**src/rtl/carry_chain_addsub_pipe.sv**
```systemverilog
// Two-stage pipelined adder/subtractor with the carry chain split at WIDTH/2.
// Computes a + (b ^ {WIDTH{sub}}) + cin0, where cin0 comes from the C_INIT select.
// The low half and the mid-carry are registered in stage 1; the high half
// completes in stage 2, so each stage ripples through only half the chain.
module carry_chain_addsub_pipe #(
  parameter int         WIDTH  = 16,
  parameter logic [1:0] C_INIT = 2'b00
) (
  input  logic             clk,
  input  logic             resetn,
  input  logic             clr,
  input  logic             in_valid,
  output logic             in_ready,
  input  logic [WIDTH-1:0] a,
  input  logic [WIDTH-1:0] b,
  input  logic             sub,
  input  logic             carry_in,
  output logic             out_valid,
  input  logic             out_ready,
  output logic [WIDTH-1:0] sum,
  output logic             cout,
  output logic             ovf
);

  localparam int LO = WIDTH / 2;
  localparam int HI = WIDTH - LO;

  logic             cin0;
  logic [WIDTH-1:0] b_x;
  logic [LO:0]      lo_full;

  logic             s1_valid;
  logic [LO-1:0]    s1_lo_sum;
  logic             s1_c_mid;
  logic [HI-1:0]    s1_a_hi;
  logic [HI-1:0]    s1_b_hi;

  logic             s2_valid;

  logic [HI-1:0]    hi_low;
  logic             c_msb;
  logic             msb_sum;
  logic             cout_next;
  logic [HI-1:0]    hi_sum;

  logic             accept;
  logic             adv2;

  // Carry-init select; the unused 11 code behaves like 00.
  always_comb begin
    case (C_INIT)
      2'b01:   cin0 = 1'b1;
      2'b10:   cin0 = carry_in;
      default: cin0 = 1'b0;
    endcase
  end

  assign b_x     = b ^ {WIDTH{sub}};
  assign lo_full = {1'b0, a[LO-1:0]} + {1'b0, b_x[LO-1:0]} + {{LO{1'b0}}, cin0};

  // High half: ripple all but the MSB, then expose the carry into the MSB
  // explicitly so signed overflow can be formed from it.
  assign hi_low    = {1'b0, s1_a_hi[HI-2:0]} + {1'b0, s1_b_hi[HI-2:0]}
                   + {{(HI-1){1'b0}}, s1_c_mid};
  assign c_msb     = hi_low[HI-1];
  assign msb_sum   = s1_a_hi[HI-1] ^ s1_b_hi[HI-1] ^ c_msb;
  assign cout_next = (s1_a_hi[HI-1] & s1_b_hi[HI-1])
                   | (c_msb & (s1_a_hi[HI-1] ^ s1_b_hi[HI-1]));
  assign hi_sum    = {msb_sum, hi_low[HI-2:0]};

  // in_ready depends only on pipeline occupancy and out_ready, never on in_valid.
  assign in_ready  = !s1_valid || !s2_valid || out_ready;
  assign accept    = in_valid && in_ready;
  assign adv2      = s1_valid && (!s2_valid || out_ready);
  assign out_valid = s2_valid;

  // Stage 1: capture low-half sum, mid-carry and the pre-inverted high operands.
  always_ff @(posedge clk or negedge resetn) begin
    if (!resetn) begin
      s1_valid  <= 1'b0;
      s1_lo_sum <= '0;
      s1_c_mid  <= 1'b0;
      s1_a_hi   <= '0;
      s1_b_hi   <= '0;
    end else begin
      if (clr) begin
        s1_valid <= 1'b0;
      end else if (accept) begin
        s1_valid <= 1'b1;
      end else if (adv2) begin
        s1_valid <= 1'b0;
      end
      if (accept) begin
        s1_lo_sum <= lo_full[LO-1:0];
        s1_c_mid  <= lo_full[LO];
        s1_a_hi   <= a[WIDTH-1:LO];
        s1_b_hi   <= b_x[WIDTH-1:LO];
      end
    end
  end

  // Stage 2: finish the high half and hold the result steady while stalled.
  always_ff @(posedge clk or negedge resetn) begin
    if (!resetn) begin
      s2_valid <= 1'b0;
      sum      <= '0;
      cout     <= 1'b0;
      ovf      <= 1'b0;
    end else begin
      if (clr) begin
        s2_valid <= 1'b0;
      end else if (adv2) begin
        s2_valid <= 1'b1;
      end else if (out_ready) begin
        s2_valid <= 1'b0;
      end
      if (adv2) begin
        sum  <= {hi_sum, s1_lo_sum};
        cout <= cout_next;
        ovf  <= c_msb ^ cout_next;
      end
    end
  end

endmodule

```
**config.mk**
```make
export PLATFORM = sky130hd
export DESIGN_NAME = carry_chain_addsub_pipe
export DESIGN_NICKNAME = d
export VERILOG_FILES = /design/src/rtl/carry_chain_addsub_pipe.sv
export SDC_FILE = /design/constraint.sdc
export NUM_CORES = 1
export LEC_CHECK = 0
export ABC_CLOCK_PERIOD_IN_PS = 5550
export CORE_MARGIN = 2
export CORE_UTILIZATION = 53
export CTS_CLUSTER_DIAMETER = 100
export CTS_CLUSTER_SIZE = 8
export DETAILED_ROUTE_END_ITERATION = 12
export PLACE_DENSITY_LB_ADDON = 0.05
export SETUP_SLACK_MARGIN = 0.1
export SLEW_MARGIN = 0
export SYNTH_ARGS = -nofsm -noshare
export SYNTH_HDL_FRONTEND = slang
export SYNTH_SLANG_ARGS = --single-unit
```
**constraint.sdc**
```tcl
create_clock -name clk -period 5.55 [get_ports clk]
set_clock_uncertainty 0.05 [all_clocks]
set_input_delay 0.8325 -clock clk [delete_from_list [all_inputs] [get_ports clk]]
set_output_delay 0.8325 -clock clk [all_outputs]
set_load 0.02 [all_outputs]
```
* After elaboration in Yosys (flattened, before gate mapping)
Cells that the tools add are included.
** Operators by class
- Add/sub/neg operators :: 3
- Bitwise logic cells :: 7
- Muxes and demuxes :: 6
- Reduce and logical (&&, ||, !) cells :: 9
** Operators with widths (number)
- 16-bit XOR :: 1
- 8-bit by 8-bit adder with 9-bit output :: 1
- 7-bit by 7-bit adder with 8-bit output :: 1
- 8-bit by 1-bit adder with 8-bit output :: 1
- 1-bit 2-to-1 mux :: 6
- 3-bit nonzero test :: 2
- 1-bit logical OR :: 3
- 1-bit XOR :: 3
- 1-bit AND :: 2
- 1-bit logical AND :: 2
- 1-bit logical NOT :: 2
- 1-bit bitwise OR :: 1
** Storage, ports and cells
- Output and inout bits :: 20
- Register bits after elaboration :: 45
- Logic and storage cells :: 34

* Longest topological paths before layout
- Depth after elaboration :: 6
- Depth in mapped cells :: 11
- Gate-level depth less buffers :: 9

* Worst setup path after synthesis
Ideal clock, no wire load.
- Path kind :: input -> register
- Start :: input port sub
- End :: register s1_lo_sum[4]
- Setup time :: 0.125 ns
- Data required time :: 5.375 ns
- Path buffers :: 2
- Slack :: 2.704 ns
- Cell stages on the path :: 10
- Data arrival time :: 2.672 ns
- Cells stage by stage :: buf_2 > buf_2 > xor2_1 > ha_1 > inv_1 > fa_1 > nor2b_1 > o31ai_1 > a21boi_0 > mux2_2
** Between the ends
- Cells in the longest elaborated chain, start to end :: 2
** RTL lines
- start, declared :: RTL line 16 : input logic sub,
- 16-bit XOR :: RTL line 58 : assign b_x = b ^ {WIDTH{sub}};
- 8-bit by 8-bit adder with 9-bit output :: RTL line 59 : assign lo_full = {1'b0, a[LO-1:0]} + {1'b0, b_x[LO-1:0]} + {{LO{1'b0}}, cin0};
- end signal, assigned :: RTL line 94 : s1_lo_sum <= lo_full[LO-1:0];
- end, declared :: RTL line 33 : logic [LO-1:0] s1_lo_sum;
Every way passes these cells.
A chain may end at the register's enable or synchronous reset.

* Worst setup path in the final report
Same ends and word-level chain as after synthesis.

==> results.txt <==
Averaged over all synthesized cells, the footprint is 10.8 um2. The via count of the first global-routing pass is 1,766. The starting utilization of the core area came out at 55.1%.

The x dimension of the die is 71.5 um. After detailed routing, the average wire length per cell comes to 13.1 um. The total number of yosys warnings came out at 0. The synthesized design spends more area on one cell type than any other, namely dfrtp_1. Summed over all cells, the static leakage comes to 1.37 nW. Of all nets on the critical path, the largest fanout is 16.

For this block, the routed nets add up to 4390 um of wire. The number of antenna violations at the first check in global routing is 0. The first-pass GRT wire length is 7870 um. The post-layout instance area is 3120 um2. The shortest clock period the worst path allows after layout came out at 3.36 ns. The worst hold path begins at sum[15]$_DFFE_PN0P_.

The logic depth of the worst register-to-register path came out at 6. The post-cts gate resize count is 0. The worst IR drop on VDD came out at 0.156 mV.

The internal reg-to-reg setup slack is 3.18 ns. TritonCTS created 5 clock buffers. After detailed routing, the number of vias per cell comes to 5.17. The initialized floorplan defines 24 standard-cell rows. The maximum buffer depth of the clock tree came out at 2. In this run the count of I/O pins placed on the die edge is 59. The smallest setup slack after layout is 2.19 ns. The maximum number of pins on one net before global-route repair came out at 46. The remaining global-route overflow came out at 0. In this run the critical register-to-register path is captured at sum[15]$_DFFE_PN0P_.

The count of state elements after synthesis is 45. Relative to the synthesized area, the layout overhead comes to 29.0%. The worst register-to-register path begins at s1_c_mid$_DFFE_PN0P_.

The worst path uses 60.6% of the clock period. The worst-case hold slack came out at 0.427 ns. The worst setup path is captured at a flip-flop. The async set-or-reset flop fraction in the synthesized netlist is 100%. From bottom edge to top edge, the die measures 71.5 um. In this run the worst hold path is classified as reg2reg.

The cell area after placement came out at 3010 um2. The tree built by TritonCTS fans out to 45 sinks. For the worst setup path, the data required time is 5.68 ns. The overall track demand over capacity in global routing came out at 19.8%.

The root cell of the clock tree is clkbuf_8. The type of element launching the critical path is an input pin. For hold timing, the worst endpoint is sum[15]$_DFFE_PN0P_. The hold violation total from the final report is 0.

The clock insertion delay at the later pin of the skew report is 0.29 ns. The number of levels the H-tree was split into came out at 2. The most frequent standard cell in the layout excluding fill and tap cells is clkdlybuf4s50_1.

The number of max-cap violations is 0. The standard cell core area is 4380 um2. The remaining routing DRC violations came out at 0. Setup repair after global routing left no endpoint under its margin. The synthesized net count came out at 281. In this run the cell area of the synthesized design comes to 2410 um2. The count of unique library cells instantiated by Yosys came out at 30. The setup slack after placement is 1.86 ns. Setup violations remaining at the end of the flow were counted as 0.

The power density over cell area is 340 nW/um2. The library cells used most frequently in the layout, excluding fill and tap cells, are clkdlybuf4s50_1, dfrtp_1, o21ai_0. The final number of max-transition violations is 0. The die outline area is 5110 um2. The routability-driven placement congestion ratio came out at 0.821. In this run, synthesis inferred 0 flip-flops with an integrated enable. Across all layers, the routed design uses 1,728 vias. The achievable frequency came out at 0.298 GHz. The hold buffer count at CTS came out at 0. Among all flip-flop cells after synthesis, the most frequent one is dfrtp_1. The fraction of final layout cells with drive strength greater than 1 is 11.3%. The gate count of the mapped netlist came out at 224. The remaining number of nets flagged by the antenna check after routing is 0. The run finished with clean final reports. By startpoint and endpoint, the worst setup path is classified as in2reg. The end-of-flow core utilization came out at 71.1%. The headroom to the max-slew limit came out at 36.2%. Of the post-synthesis cell area, the dominant cell type holds 46.6%. For the pin with the worst max-slew slack, the measured transition is 0.957 ns.

TritonCTS built the clock tree. The setup fix buffers added after clock tree synthesis came out at 0. The number of antenna diodes in the final layout is 0. The arrival time at the worst endpoint came out at 3.50 ns. The number of DRC violations after detailed-routing iteration 0 is 28.

The half-perimeter wire length of the detailed placement result came out at 3340 um. The number of iterations in the first detailed-routing pass came out at 4. Adding up every negative setup slack in the final design gives 0 ns. The count of input and output buffers is 57. The final net count is 338.

Sequential elements use 46.6% of the synthesized area. In the post-synthesis netlist, the biggest area contributors are dfrtp_1, mux2_2, ha_1. Clock-pin slew was measured on the worst setup and hold paths at 0.08 ns.

The worst hold path passes through 2 cells.
## per-stage QoR
stage	power, mW	cells
floorplan	0.684	224
global placement	0.840	326
detailed placement	0.851	326
CTS	1.07	334
global route	1.13	334
finish	1.06	334
## worst max path at each step
stage	from	to	slack (ns)	depth (start not counted)
final	sub	s1_lo_sum[4]$_DFFE_PN0P_	2.19	9
after global routing	sub	s1_c_mid$_DFFE_PN0P_	1.97	10
after CTS	sub	s1_lo_sum[4]$_DFFE_PN0P_	2.18	9
after detailed placement	sub	s1_lo_sum[4]$_DFFE_PN0P_	1.86	9
after global placement	sub	s1_lo_sum[4]$_DFFE_PN0P_	1.90	9
after floorplan	sub	s1_lo_sum[4]$_DFFE_PN0P_	2.70	10
## power by group
part           internal [mW]  switching, mW
logic                  0.206          0.191
registers              0.404         0.0383
clock network          0.113          0.107
total                  0.722          0.336
## flip-flops by register name, indices dropped and copies added (netlist names)
signal / cells
s1_c_mid: 1
s1_valid: 1
s1_a_hi: 8
cout: 1
s1_b_hi: 8
s1_lo_sum: 8
out_valid: 1
ovf: 1
sum: 16
## metal layers
metal / GRT usage (%) / wire length (um)
met5: 0 / 0
met4: 6.92 / 53
met1: 25.5 / 2050
met2: 32.6 / 2080
met3: 4.92 / 206
## synthesized netlist by cell type, types with 2 or more instances
master	count
nor2b_1	2
a21oi_1	8
inv_1	9
buf_2	7
o21a_1	4
nand2b_1	2
ha_1	14
xor2_1	17
a31oi_1	2
o31ai_1	3
a21o_1	3
nor3_1	5
xnor2_1	7
mux2_2	19
o21ai_0	24
o21bai_1	2
nand2_1	23
dfrtp_1	45
nor2_1	11
a211oi_1	3
fa_1	4
nand3_1	2
## critical path: stages
cell and delay, ns:
clkdlybuf4s50_1 1.06, xor2_1 0.20, ha_1 0.23, inv_1 0.07, fa_1 0.40, nor2b_1 0.15, o31ai_1 0.11, a21boi_0 0.16
mux2_2 0.27
## cell type report
type	instances	area, um2
clock buffer	7	96.3
clock inverter	1	5.00
fill	331	1270
inverter	9	33.8
multi-input combinational	161	1210
sequential	45	1130
tap	52	65.1
timing repair buffer	59	581
## cell families after synthesis
family                   synth area share, %
AO/OA/AOI/OAI                           13.6
AND/OR/NAND/NOR                         8.34
flip-flops                              46.6
XOR/XNOR                                8.70
multiplexers                            8.86
buffers and inverters                   3.32
adder cells (fa/ha/maj)                 10.6
Power figures use the tool's default switching activity.
